$ cat src/rtl/instr_sequencer_pkg.sv
// Shared constants for the instruction sequencer: instruction field layout,
// locally resolved opcodes and the sequencer state encoding.
package instr_sequencer_pkg;

  localparam int INSTR_W = 32;
  localparam int OPC_MSB = 31;
  localparam int OPC_LSB = 28;

  localparam logic [3:0] OP_HALT = 4'h0;
  localparam logic [3:0] OP_JUMP = 4'hF;

  typedef enum logic [2:0] {
    ST_IDLE   = 3'd0,
    ST_FETCH  = 3'd1,
    ST_DECODE = 3'd2,
    ST_ISSUE  = 3'd3,
    ST_WAIT   = 3'd4,
    ST_HALTED = 3'd5,
    ST_ERROR  = 3'd6
  } seq_state_e;

  function automatic logic [3:0] opcode_of(input logic [INSTR_W-1:0] word);
    return word[OPC_MSB:OPC_LSB];
  endfunction

endpackage

$ cat src/rtl/instr_sequencer_mem.sv
// Instruction store: one synchronous write port for the host, one synchronous
// read port (1-cycle latency) addressed by the program counter. No reset, so
// the program survives a sequencer reset.
module instr_mem
  import instr_sequencer_pkg::*;
#(
  parameter int DEPTH_BIT = 4
) (
  input  logic                 clk,
  input  logic                 we,
  input  logic [DEPTH_BIT-1:0] waddr,
  input  logic [INSTR_W-1:0]   wdata,
  input  logic [DEPTH_BIT-1:0] raddr,
  output logic [INSTR_W-1:0]   rdata
);

  localparam int DEPTH = 2 ** DEPTH_BIT;

  logic [INSTR_W-1:0] mem_q [DEPTH];
  logic [INSTR_W-1:0] rdata_q, rdata_d;

  // Combinational array lookup feeding the registered read port.
  always_comb begin
    rdata_d = mem_q[raddr];
  end

  // Host write and registered read.
  always_ff @(posedge clk) begin
    if (we) mem_q[waddr] <= wdata;
    rdata_q <= rdata_d;
  end

  assign rdata = rdata_q;

endmodule

$ cat src/rtl/instr_sequencer.sv
// Program sequencer in front of the matrix processor. Steps through the
// instruction store, issues non-control words to the processor, resolves
// JUMP/HALT locally and flags a processor that never reports done.
//
// Processor handshake: proc_st is a single-cycle pulse; proc_instr is valid
// while proc_st=1. The sequencer then waits in WAIT for a proc_done pulse;
// proc_done is only observed in WAIT and is ignored in every other state.
module instr_sequencer
  import instr_sequencer_pkg::*;
#(
  parameter int DEPTH_BIT = 4,
  parameter int TIMEOUT   = 1024
) (
  input  logic                 CLK,
  input  logic                 RST,
  input  logic                 load_en,
  input  logic [DEPTH_BIT-1:0] load_addr,
  input  logic [31:0]          load_data,
  input  logic                 St,
  input  logic                 proc_done,
  output logic                 proc_st,
  output logic                 proc_jump,
  output logic [31:0]          proc_instr,
  output logic [DEPTH_BIT-1:0] pc,
  output logic                 busy,
  output logic                 done,
  output logic                 err,
  output logic [2:0]           dbg_state
);

  // Watchdog counts 0..TIMEOUT-1; expiry on the cycle it sits at TIMEOUT-1.
  localparam int              WD_W    = (TIMEOUT > 1) ? $clog2(TIMEOUT) : 1;
  localparam logic [WD_W-1:0] WD_LAST = (TIMEOUT > 0) ? WD_W'(TIMEOUT - 1) : '0;

  seq_state_e           state_q, state_d;
  logic [DEPTH_BIT-1:0] pc_q, pc_d;
  logic [31:0]          instr_q, instr_d;
  logic [WD_W-1:0]      wd_q, wd_d;
  logic [31:0]          rdata;
  logic                 jump_c;
  logic                 mem_we;

  // Host writes are dropped while a program is running.
  assign mem_we = load_en && !busy;

  instr_mem #(
    .DEPTH_BIT(DEPTH_BIT)
  ) u_mem (
    .clk  (CLK),
    .we   (mem_we),
    .waddr(load_addr),
    .wdata(load_data),
    .raddr(pc_q),
    .rdata(rdata)
  );

  // Next-state, program counter, issued word and watchdog update.
  always_comb begin
    state_d = state_q;
    pc_d    = pc_q;
    instr_d = instr_q;
    wd_d    = wd_q;
    jump_c  = 1'b0;
    case (state_q)
      ST_IDLE: begin
        if (St) begin
          state_d = ST_FETCH;
          pc_d    = '0;
        end
      end
      ST_FETCH: state_d = ST_DECODE;
      ST_DECODE: begin
        if (opcode_of(rdata) == OP_HALT) begin
          state_d = ST_HALTED;
        end else if (opcode_of(rdata) == OP_JUMP) begin
          pc_d    = rdata[DEPTH_BIT-1:0];
          jump_c  = 1'b1;
          state_d = ST_FETCH;
        end else begin
          instr_d = rdata;
          state_d = ST_ISSUE;
        end
      end
      ST_ISSUE: begin
        state_d = ST_WAIT;
        wd_d    = '0;
      end
      ST_WAIT: begin
        // A done arriving on the expiry cycle still counts as success.
        if (proc_done) begin
          pc_d    = pc_q + 1'b1;
          state_d = ST_FETCH;
        end else if ((TIMEOUT != 0) && (wd_q == WD_LAST)) begin
          state_d = ST_ERROR;
        end else begin
          wd_d = wd_q + 1'b1;
        end
      end
      ST_HALTED: begin
        // Level re-arm: St must drop before another run can start.
        if (!St) state_d = ST_IDLE;
      end
      ST_ERROR: state_d = ST_ERROR;
      default:  state_d = ST_IDLE;
    endcase
  end

  // State registers with synchronous active-low reset; store is untouched.
  always_ff @(posedge CLK) begin
    if (!RST) begin
      state_q <= ST_IDLE;
      pc_q    <= '0;
      instr_q <= '0;
      wd_q    <= '0;
    end else begin
      state_q <= state_d;
      pc_q    <= pc_d;
      instr_q <= instr_d;
      wd_q    <= wd_d;
    end
  end

  assign proc_st    = (state_q == ST_ISSUE);
  assign proc_jump  = jump_c;
  assign proc_instr = instr_q;
  assign pc         = pc_q;
  assign busy       = (state_q == ST_FETCH) || (state_q == ST_DECODE) ||
                      (state_q == ST_ISSUE) || (state_q == ST_WAIT);
  assign done       = (state_q == ST_HALTED);
  assign err        = (state_q == ST_ERROR);
  assign dbg_state  = state_q;

endmodule
$ cat config.mk
export PLATFORM = sky130hd
export DESIGN_NAME = instr_sequencer
export DESIGN_NICKNAME = d
export VERILOG_FILES = /design/src/rtl/instr_sequencer_pkg.sv /design/src/rtl/instr_sequencer_mem.sv /design/src/rtl/instr_sequencer.sv
export SDC_FILE = /design/constraint.sdc
export NUM_CORES = 1
export LEC_CHECK = 0
export ABC_AREA = 1
export CAP_MARGIN = 20
export CORE_MARGIN = 1.5
export CORE_UTILIZATION = 40
export DETAILED_ROUTE_END_ITERATION = 7
export GPL_ROUTABILITY_DRIVEN = 0
export MAX_ROUTING_LAYER = met4
export PLACE_DENSITY = 0.64
export SETUP_SLACK_MARGIN = 0.5
export SLEW_MARGIN = 15
export SYNTH_ARGS = -nofsm -noshare
export SYNTH_HDL_FRONTEND = slang
export SYNTH_SLANG_ARGS = --single-unit
$ cat constraint.sdc
create_clock -name CLK -period 3.2 [get_ports CLK]
set_input_delay 0.8 -clock CLK [delete_from_list [all_inputs] [get_ports CLK]]
set_output_delay 0.8 -clock CLK [all_outputs]
set_load 0.05 [all_outputs]
# Yosys cells after proc, flatten, opt, wreduce, memory -nomap -nowiden
# Memory sizes are Yosys's and may differ from the RTL's. A register that Yosys moved wholly into a read port is not among the register bits.
# Cells that the tools add are included.
dict set report word_totals {
  ff_bits 49
  latch_bits 0
  mem_bits_rw 512
  rom_bits 0
  in_bits 41
  output_inout_bits 44
  elab_cells 58
  n_memories 1
}
# memory words width rd rd_clocked_by_memory_dff wr line
set mem_list {}
lappend mem_list {u_mem.mem_q 16 32 1 1 1 instr_sequencer_mem.sv:19} ;# logic [INSTR_W-1:0] mem_q [DEPTH];
dict set report op_classes {
  add_sub_neg 2
  multipliers 0
  n_div 0
  magnitude_cmp 0
  n_eq_ne 16
  n_shift 0
  mux 20
  n_bitwise 2
  n_reduce_logical 13
}
# cell count
set op_table {}
lappend op_table {{case mux 3 bit (7 select lines)} 1}
lappend op_table {{two-way mux 10 bit} 2}
lappend op_table {{case mux 10 bit (2 select lines)} 1}
lappend op_table {{two-way mux 4 bit} 4}
lappend op_table {{two-way mux 3 bit} 5}
lappend op_table {{!= test 2 bit, second input constant} 7}
lappend op_table {{case mux 4 bit (3 select lines)} 1}
lappend op_table {{adder 10 x 1 -> 10 bit, second input constant} 1}
lappend op_table {{equality test 10 bit, second input constant} 1}
lappend op_table {{equality test 3 bit, second input constant} 3}
lappend op_table {{AND reduction 3 bit} 3}
lappend op_table {{equality test 3 x 2 -> 1 bit, second input constant} 2}
lappend op_table {{two-way mux 1 bit} 5}
lappend op_table {{AND reduction 5 bit} 1}
lappend op_table {{adder 4 x 1 -> 4 bit, second input constant} 1}
lappend op_table {{equality test 4 bit, second input constant} 1}
lappend op_table {{logical NOT 4 bit} 1}
lappend op_table {{equality test 3 x 1 -> 1 bit, second input constant} 1}
lappend op_table {{logical NOT 3 bit} 1}
lappend op_table {{logical OR 1 bit} 3}
lappend op_table {{!= test 3 bit, second input constant} 1}
lappend op_table {{nonzero test 3 bit} 1}
lappend op_table {{two-way mux 2 bit} 1}
lappend op_table {{inverter 1 bit} 2}
lappend op_table {{3 further kinds} 3}

# Logic depth before layout (Yosys ltp)
# Gate-level depths: netlist (run 1).
dict set report logic_depth {
  ltp_word 8
  ltp_mapped 10
}

# Cells and area by module
# From an unflattened synthesis (run 1), not the netlist that was laid out.
dict set report hier_totals {
  hier_cells 2436
  area_unflattened_um2 24990.2
}
# mod n_inst cells_per_inst area_each_um2 seq_area_each_um2
set by_module_without_submodules {}
lappend by_module_without_submodules {instr_mem 1 2120 22730.6 16015.4}
lappend by_module_without_submodules {instr_sequencer 1 316 2259.7 980.9}

# Worst setup path before layout (run 1)
# Ideal clock, no wire load.
dict set report synth_path {
  path_type {reg2reg}
  startpoint {reg state_q[2] (netlist: dbg_state[2])}
  endpoint {mem u_mem.mem_q[0][0] (enable)}
  setup_time_ps 421
  t_arrival_ps 3083
  required_time_ps 2779
  slack_ps -304
  path_stages_with_launch 6
  n_path_buf 0
  path_cell_list {dfxtp_1 -> inv_1 -> xor2_1 -> nor2_1 -> nand3_1 -> nor2_1}
}
dict set report synth_between {
  elab_chain_len 8
}
# element line
set synth_lines {}
lappend synth_lines {{start: declaration} instr_sequencer.sv:35} ;# seq_state_e state_q, state_d;
lappend synth_lines {{start signal: assignment} instr_sequencer.sv:116} ;# state_q <= state_d;
lappend synth_lines {{equality test 3 x 1 -> 1 bit or equality test 3 x 2 -> 1 bit (tied branches)} instr_sequencer.sv:127} ;# assign busy = (state_q == ST_FETCH) || (state_q == ST_DECODE) ||
lappend synth_lines {{logical OR 1 bit (2 in a row)} instr_sequencer.sv:127}
lappend synth_lines {{logical OR 1 bit (*)} instr_sequencer.sv:128} ;# (state_q == ST_ISSUE) || (state_q == ST_WAIT);
lappend synth_lines {{net busy} instr_sequencer.sv:25} ;# output logic busy,
lappend synth_lines {{logical NOT 1 bit (*)} instr_sequencer.sv:44} ;# assign mem_we = load_en && !busy;
lappend synth_lines {{logical AND 1 bit (*)} instr_sequencer.sv:44}
lappend synth_lines {{two-way mux 1 bit (*)} instr_sequencer_mem.sv:29} ;# if (we) mem_q[waddr] <= wdata;
lappend synth_lines {{two-way mux 1 bit (not written as such) (*)} instr_sequencer_mem.sv:29}
lappend synth_lines {{end: declaration} instr_sequencer_mem.sv:19}
# The timed path passes the listed nets; every way through them passes the cells marked *.

# Final worst setup path (run 1)
dict set report layout_path {
  startpoint {reg pc_q[3] (netlist: pc[3])}
  endpoint {out pc[3]}
}
# element line
set layout_lines {}
lappend layout_lines {{start: declaration} instr_sequencer.sv:36} ;# logic [DEPTH_BIT-1:0] pc_q, pc_d;
lappend layout_lines {{start signal: assignment} instr_sequencer.sv:117} ;# pc_q <= pc_d;
lappend layout_lines {{end: declaration} instr_sequencer.sv:24} ;# output logic [DEPTH_BIT-1:0] pc,
# No word-level cell between the ends.

==> results of run 1 <==
-- kinds of logic (layout without fill, tap and decap cells) --
group                      after synthesis  count (layout)  synth area share
DFF                                    593             593             0.719
and+or+nand+nor                        544             544             0.101
AOI/OAI and AO/OA                      441             441             0.109
buffers and inverters                  404             526            0.0684
xor gates and xnor gates                 3               3           0.00111
adders and majority gates                2               2           0.00106
other                                    0               6                 0
-- synthesized netlist by cell type --
cell	instances
sky130_fd_sc_hd__nor3b_1	1
sky130_fd_sc_hd__o211ai_1	129
sky130_fd_sc_hd__buf_1	22
sky130_fd_sc_hd__clkinv_4	1
sky130_fd_sc_hd__nor2_2	1
sky130_fd_sc_hd__nand3_1	219
sky130_fd_sc_hd__buf_4	1
sky130_fd_sc_hd__a31oi_1	1
sky130_fd_sc_hd__buf_6	2
sky130_fd_sc_hd__nand3_2	2
sky130_fd_sc_hd__a22o_1	1
sky130_fd_sc_hd__a21oi_1	162
sky130_fd_sc_hd__clkinv_1	1
sky130_fd_sc_hd__nand2_2	11
sky130_fd_sc_hd__inv_1	280
sky130_fd_sc_hd__nand2_1	261
sky130_fd_sc_hd__nor3_1	2
sky130_fd_sc_hd__nor2_1	43
sky130_fd_sc_hd__edfxtp_1	512
sky130_fd_sc_hd__o21bai_1	2
sky130_fd_sc_hd__o21ai_0	136
sky130_fd_sc_hd__nand2_4	1
sky130_fd_sc_hd__nor2_4	1
sky130_fd_sc_hd__inv_2	3
sky130_fd_sc_hd__xor2_1	3
sky130_fd_sc_hd__dfxtp_1	81
sky130_fd_sc_hd__nand4_1	2
sky130_fd_sc_hd__a21oi_2	10
sky130_fd_sc_hd__clkbuf_1	34
sky130_fd_sc_hd__ha_1	2
sky130_fd_sc_hd__buf_2	59
sky130_fd_sc_hd__inv_4	1
-- final timing paths --
kind                                         to  cells past startpoint
worst max-delay path                      pc[3]                      1
worst min-delay path             proc_instr[27]                      2
worst max register to register  u_mem.rdata[16]                      6
worst min register to register   proc_instr[27]                      2
-- per-layer routing --
metal,wire length (um),global-route usage
met5,0,-
met4,1030,0.0487
met3,4080,0.0342
met2,24200,0.276
met1,25400,0.266
-- metrics by stage --
stage | instance area, um2 | util | hold slack (ns) | total power [mW] | cells
2_1_floorplan | 23800 | - | 0.424 | 12.8 | 1987
3_3_place_gp | 25700 | 0.442 | 0.434 | 14.5 | 2762
3_5_place_dp | 25700 | 0.443 | 0.439 | 14.6 | 2763
4_1_cts | 27600 | 0.476 | 0.448 | 21.4 | 2874
5_1_grt | 27600 | 0.476 | 0.460 | 22.3 | 2879
6_report | 27600 | 0.476 | 0.446 | 21.3 | 2880
-- flip-flops by register name (all words and copies together) (netlist names) --
name and count:
proc_instr 32, wd_q 10, dbg_state 3, u_mem.rdata 32, pc 4, u_mem.mem_q 512
-- where the power goes --
part	total [mW]	internal [mW]	switching [mW]
Combinational	5.29	1.55	3.74
Sequential	9.12	8.88	0.234
Clock	6.88	4.01	2.87
-- layout make-up --
type / instances / area, um2
multi-input combinational: 990 / 5130
timing repair buffer: 129 / 1480
fill: 5044 / 30400
clock buffer: 80 / 1690
inverter: 286 / 1080
antenna: 6 / 15.0
tap: 765 / 957
clock inverter: 31 / 256
sequential: 593 / 17000
-- timing repair --
action                                  4_1_cts  5_1_grt
resized for setup                            13        5
endpoints found under the setup margin        9        3
pin swaps                                     0        0
buffers inserted                              0        0
==> out/summary.log, run 1 <==
[status] run status complete, no violations
[drt] Vias per Instance 5.21
[sta] RSZ-0062 raised after global routing false
[drt] Vias 15000
[worst_hold_path] worst hold start u_mem.rdata[27]
[clock_tree] clock buffer depth 3
[drt] wire length reported by the detailed router 54.7 mm
[drt] routed length per placed instance 19.0 um
[floorplan] effective utilization at floorplan 0.407
[synthesis] distinct cell type count after synthesis 32
[placed_design] HPWL after detailed placement 32.2 mm
[sta] number of max-slew violations in the final report 0
[global_route] vias in the first global route 14600
[sta] top achievable clock speed 378 MHz
[synthesis] Post-Syn Area 0.0236 mm2
[drt] count of nets left with antenna violations after detail routing 0
[finish] Layout area overhead 16.9%
[critical_path] critical-path cell list clkdlybuf4s50_1
[critical_path] Worst Setup End Kind output port
[critical_path] worst reg2reg path startpoint pc[0]
[finish] Total Nets Final 2102
[synthesis] Area contributors post-synth sky130_fd_sc_hd__edfxtp_1 65%, sky130_fd_sc_hd__dfxtp_1 6.9%, sky130_fd_sc_hd__nand3_1 4.6%
[synthesis] post-synthesis cell type with the largest combined area sky130_fd_sc_hd__edfxtp_1
[synthesis] Syn Inst Count 1987
[sta] number of failing setup endpoints in the final timing report 0
[sta] Setup Skew 0.0195 ns
[sta] endpoints failing hold 0
[synthesis] share of synthesized area occupied by flip-flops and latches 0.719
[synthesis] mean area per synthesized cell 11.9 um2
[finish] share of layout cells above drive strength 1 0.0929
[clock_tree] Sinks on Clock Net 593
[clock_tree] CTS H-tree depth 2
[floorplan] Cell Rows 88
[global_route] grt total ovfl 0
[synthesis] area fraction of the dominant cell type after synthesis 0.651
[sta] worst slew pin tran 0.993 ns
[clock_tree] quantity of hold-fixing buffers added after cts 0
[sta] Max-Slew Margin vs Limit 0.338
[critical_path] Worst Path Buf+Inv 1
[finish] top library cells by usage in the layout, fill and taps aside 512 x sky130_fd_sc_hd__edfxtp_1, 279 x sky130_fd_sc_hd__inv_1, 261 x sky130_fd_sc_hd__nand2_1, 219 x sky130_fd_sc_hd__nand3_1, 162 x sky130_fd_sc_hd__a21oi_1
[drt] Detailed Route Iter0 Violations 1549
[critical_path] worst setup path class register to output port
[flow_run] Max Cap Viol 0
[sta] share of the clock period used by the worst path 0.827
[floorplan] I/O pin cnt 85
[global_route] maximum number of pins on one net before global-route repair 204
[drt] DRC errors left 0
[critical_path] required time worst endpoint 2.40 ns
[pwr] Static Leakage 9.67 nW
[critical_path] CP Launch Point pc[3]
[critical_path] slowest cell on the critical path sky130_fd_sc_hd__clkdlybuf4s50_1
[worst_hold_path] Hold/Removal Path Class register to register
[critical_path] Crit path largest cell delay 0.83 ns
[critical_path] arrival time of the worst setup path 1.84 ns
[global_route] Global Route Usage Sum 0.187
[critical_path] startpoint type of the worst setup path register
[pwr] power density of the placed cells 771 mW/mm2
[critical_path] top fanout value on the critical path 3
[finish] commonest non-fill, non-tap cell in the layout sky130_fd_sc_hd__edfxtp_1
[placed_design] pre-CTS setup slack 0.605 ns
[sta] final critical delay including setup and external delays 2.64 ns
[clock_tree] number of clock buffers inserted by TritonCTS 59
[global_route] initial antenna violation count 5
[floorplan] x dimension of the die 246 um
[floorplan] die outline area 0.0605 mm2
[placed_design] Buffers on Ports 84
[synthesis] Synthesized Nets 2030
[clock_tree] Root Buffer sky130_fd_sc_hd__clkbuf_16
[clock_tree] source-to-sink clock delay at the later pin of the worst-skew pair 0.61 ns
[critical_path] cell family contributing the most delay on the critical path buffers and inverters
[clock_tree] clock tree from TritonCTS yes
[clock_tree] clock-pin slew reported for the worst setup and hold paths after clock tree synthesis 0.06 ns
[drt] count of TritonRoute iterations in the first routing pass 5
[synthesis] number of warnings reported in the yosys synthesis log 0
[critical_path] slack of the worst reg-to-reg path 1.03 ns
[sta] Final WS setup 0.555 ns
[global_route] global-route wire length before repair 84.3 mm
[synthesis] register bit total from synthesis 593
[sta] Setup TNS Final 0 ns
[floorplan] die span in y 246 um
[floorplan] core region area 0.0580 mm2
[pwr] maximum vdd ir drop 652 uV
(Power assumes the default switching activity.)
==> inputs of run 2 (changes only) <==
clock period = 2.71 ns   (was 3.2 ns; I/O delays follow)
==> out/summary.log, run 2 (synthesis gave the netlist of run 1 again) <==
[status] run status complete, no violations
[sta] RSZ-0062 raised after global routing true
[sta] number of max-slew violations in the final report 0
[finish] register ranked first by flip-flop count u_mem.mem_q
[drt] Vias 14800
[clock_tree] Sinks on Clock Net 593
[sta] final critical delay including setup and external delays 2.24 ns
[clock_tree] clock tree from TritonCTS yes
[critical_path] Worst Path Buf+Inv 3
[clock_tree] source-to-sink clock delay at the later pin of the worst-skew pair 0.62 ns
[finish] Largest register FFs 512
[placed_design] pre-CTS setup slack 0.213 ns
[drt] count of TritonRoute iterations in the first routing pass 5
[critical_path] critical-path cell list clkinvlp_4, buf_6, xor2_4, buf_6
[sta] Max-Slew Margin vs Limit 0.324
[sta] Final WS setup 0.474 ns
[sta] top achievable clock speed 447 MHz
[drt] Detailed Route Iter0 Violations 1212
[sta] Setup Skew 0.0216 ns
[global_route] maximum number of pins on one net before global-route repair 167
[sta] share of the clock period used by the worst path 0.825
[clock_tree] clock-pin slew reported for the worst setup and hold paths after clock tree synthesis 0.06 ns
[finish] # fillers 4998
[critical_path] startpoint type of the worst setup path register
[critical_path] top fanout value on the critical path 5
[drt] routed length per placed instance 19.1 um
[placed_design] HPWL after detailed placement 31.8 mm
[finish] diode insertion count for antenna repair 0
[global_route] Global Route Usage Sum 0.186
[finish] Total Nets Final 2114
[pwr] Static Leakage 9.78 nW
[floorplan] die outline area 0.0605 mm2
[floorplan] effective utilization at floorplan 0.407
[clock_tree] clock buffer depth 3
[critical_path] Crit path largest cell delay 0.36 ns
[clock_tree] number of clock buffers inserted by TritonCTS 59
[clock_tree] Root Buffer sky130_fd_sc_hd__clkbuf_16
[placed_design] Buffers on Ports 84
[drt] wire length reported by the detailed router 54.9 mm
[drt] Vias per Instance 5.15
[pwr] power density of the placed cells 896 mW/mm2
[critical_path] Worst Setup End Kind output port
[pwr] maximum vdd ir drop 684 uV
[floorplan] I/O pin cnt 85
[critical_path] cell family contributing the most delay on the critical path buffers and inverters
[worst_hold_path] Hold/Removal Path Class register to register
[drt] DRC errors left 0
[critical_path] arrival time of the worst setup path 1.56 ns
[sta] number of failing setup endpoints in the final timing report 0
[critical_path] slowest cell on the critical path sky130_fd_sc_hd__dfxtp_4
[floorplan] core region area 0.0580 mm2
[sta] Setup TNS Final 0 ns
[critical_path] required time worst endpoint 2.03 ns
[floorplan] die span in y 246 um
[floorplan] Cell Rows 88
[clock_tree] CTS H-tree depth 2
[global_route] initial antenna violation count 0
[global_route] vias in the first global route 14200
[finish] share of layout cells above drive strength 1 0.102
[floorplan] x dimension of the die 246 um
[critical_path] worst setup path class register to output port
[global_route] grt total ovfl 0
[sta] endpoints failing hold 0
[global_route] global-route wire length before repair 83.0 mm
[sta] worst slew pin tran 1.01 ns
[finish] commonest non-fill, non-tap cell in the layout sky130_fd_sc_hd__edfxtp_1
[finish] top library cells by usage in the layout, fill and taps aside 512 x sky130_fd_sc_hd__edfxtp_1, 277 x sky130_fd_sc_hd__inv_1, 261 x sky130_fd_sc_hd__nand2_1, 214 x sky130_fd_sc_hd__nand3_1, 162 x sky130_fd_sc_hd__a21oi_1
[finish] combined area of the multi-input logic cells 0.00525 mm2
[finish] Layout area overhead 17.6%
[critical_path] Most Frequent Cell on Critical Path sky130_fd_sc_hd__buf_6
[drt] count of nets left with antenna violations after detail routing 0
[finish] final core utilization 0.479
[flow_run] Max Cap Viol 0
[finish] area taken by flip-flops and latches 0.0170 mm2
==> run 2: changes by cell type in the layout (fill, tap and decap cells not counted), sizes merged <==
cell	previous run	this run
clkdlybuf4s50	75	40
clkdlybuf4s15	1	20
buf	45	61
dlygate4sd2	5	17
diode	6	0
clkinv	26	22
clkbuf	83	84
clkinvlp	2	1
inv	285	286
==> run 2: per-layer routing <==
metal,track usage,routed length (um),vias to the layer above
met4,0.0568,1390,0
met1,0.243,23800,7186
met5,-,0,-
met3,0.0293,3520,81
li1,-,-,7137
met2,0.298,26300,438
==> run 2: worst reg2reg max path: stages (launching register included) <==
cell                         delay (ns)
sky130_fd_sc_hd__dfxtp_4           0.36
sky130_fd_sc_hd__clkinvlp_4        0.13
sky130_fd_sc_hd__buf_6             0.15
sky130_fd_sc_hd__xor2_4            0.15
sky130_fd_sc_hd__buf_4             0.14
sky130_fd_sc_hd__buf_6             0.11
sky130_fd_sc_hd__nor2_4            0.09
sky130_fd_sc_hd__buf_12            0.14
sky130_fd_sc_hd__nand3_4           0.11
sky130_fd_sc_hd__buf_4             0.17
sky130_fd_sc_hd__nor2_4            0.16
sky130_fd_sc_hd__buf_12            0.20
==> run 2: final timing paths <==
path | from | to | depth (start not counted) | slack [ns]
worst max-delay path | dbg_state[2] | busy | 4 | 0.47
worst min-delay path | u_mem.rdata[10] | proc_instr[10] | 2 | 0.44
worst max register to register | dbg_state[2] | u_mem.mem_q[11][29] | 11 | 0.48
worst min register to register | u_mem.rdata[10] | proc_instr[10] | 2 | 0.44
==> run 2: metrics by stage <==
stage,cell area [um2],std cells,total power [mW],hold WS [ns]
floorplan,23800,1987,15.2,0.424
global placement,25700,2762,17.1,0.433
detailed placement,25700,2762,17.2,0.437
CTS,27600,2875,25.0,0.446
global route,27800,2883,26.1,0.459
finish,27800,2883,24.9,0.442
==> run 2: layout make-up <==
cell class | count | share of cell area
clock buffers | 81 | 0.0576
repair buffers | 141 | 0.0582
multi-input cells | 990 | 0.189
well taps | 765 | 0.0345
inverters | 286 | 0.0392
clock inverters | 27 | 0.00896
flip-flops and latches | 593 | 0.613
==> run 2: power by group <==
group	internal, mW	switching, mW	leakage, nW	total, mW
clock network	4.49	3.30	0.904	7.79
registers	10.5	0.265	5.29	10.8
logic	1.92	4.43	3.59	6.35
total	16.9	8.00	9.78	24.9
==> run 2: repair_timing <==
item | in CTS | in global routing
gates resized for setup | 78 | 21
endpoints found under the setup margin | 43 | 411
pin swaps | 3 | 2
buffers inserted | 5 | 5
gates cloned | 0 | 3
hold buffers | 0 | 0
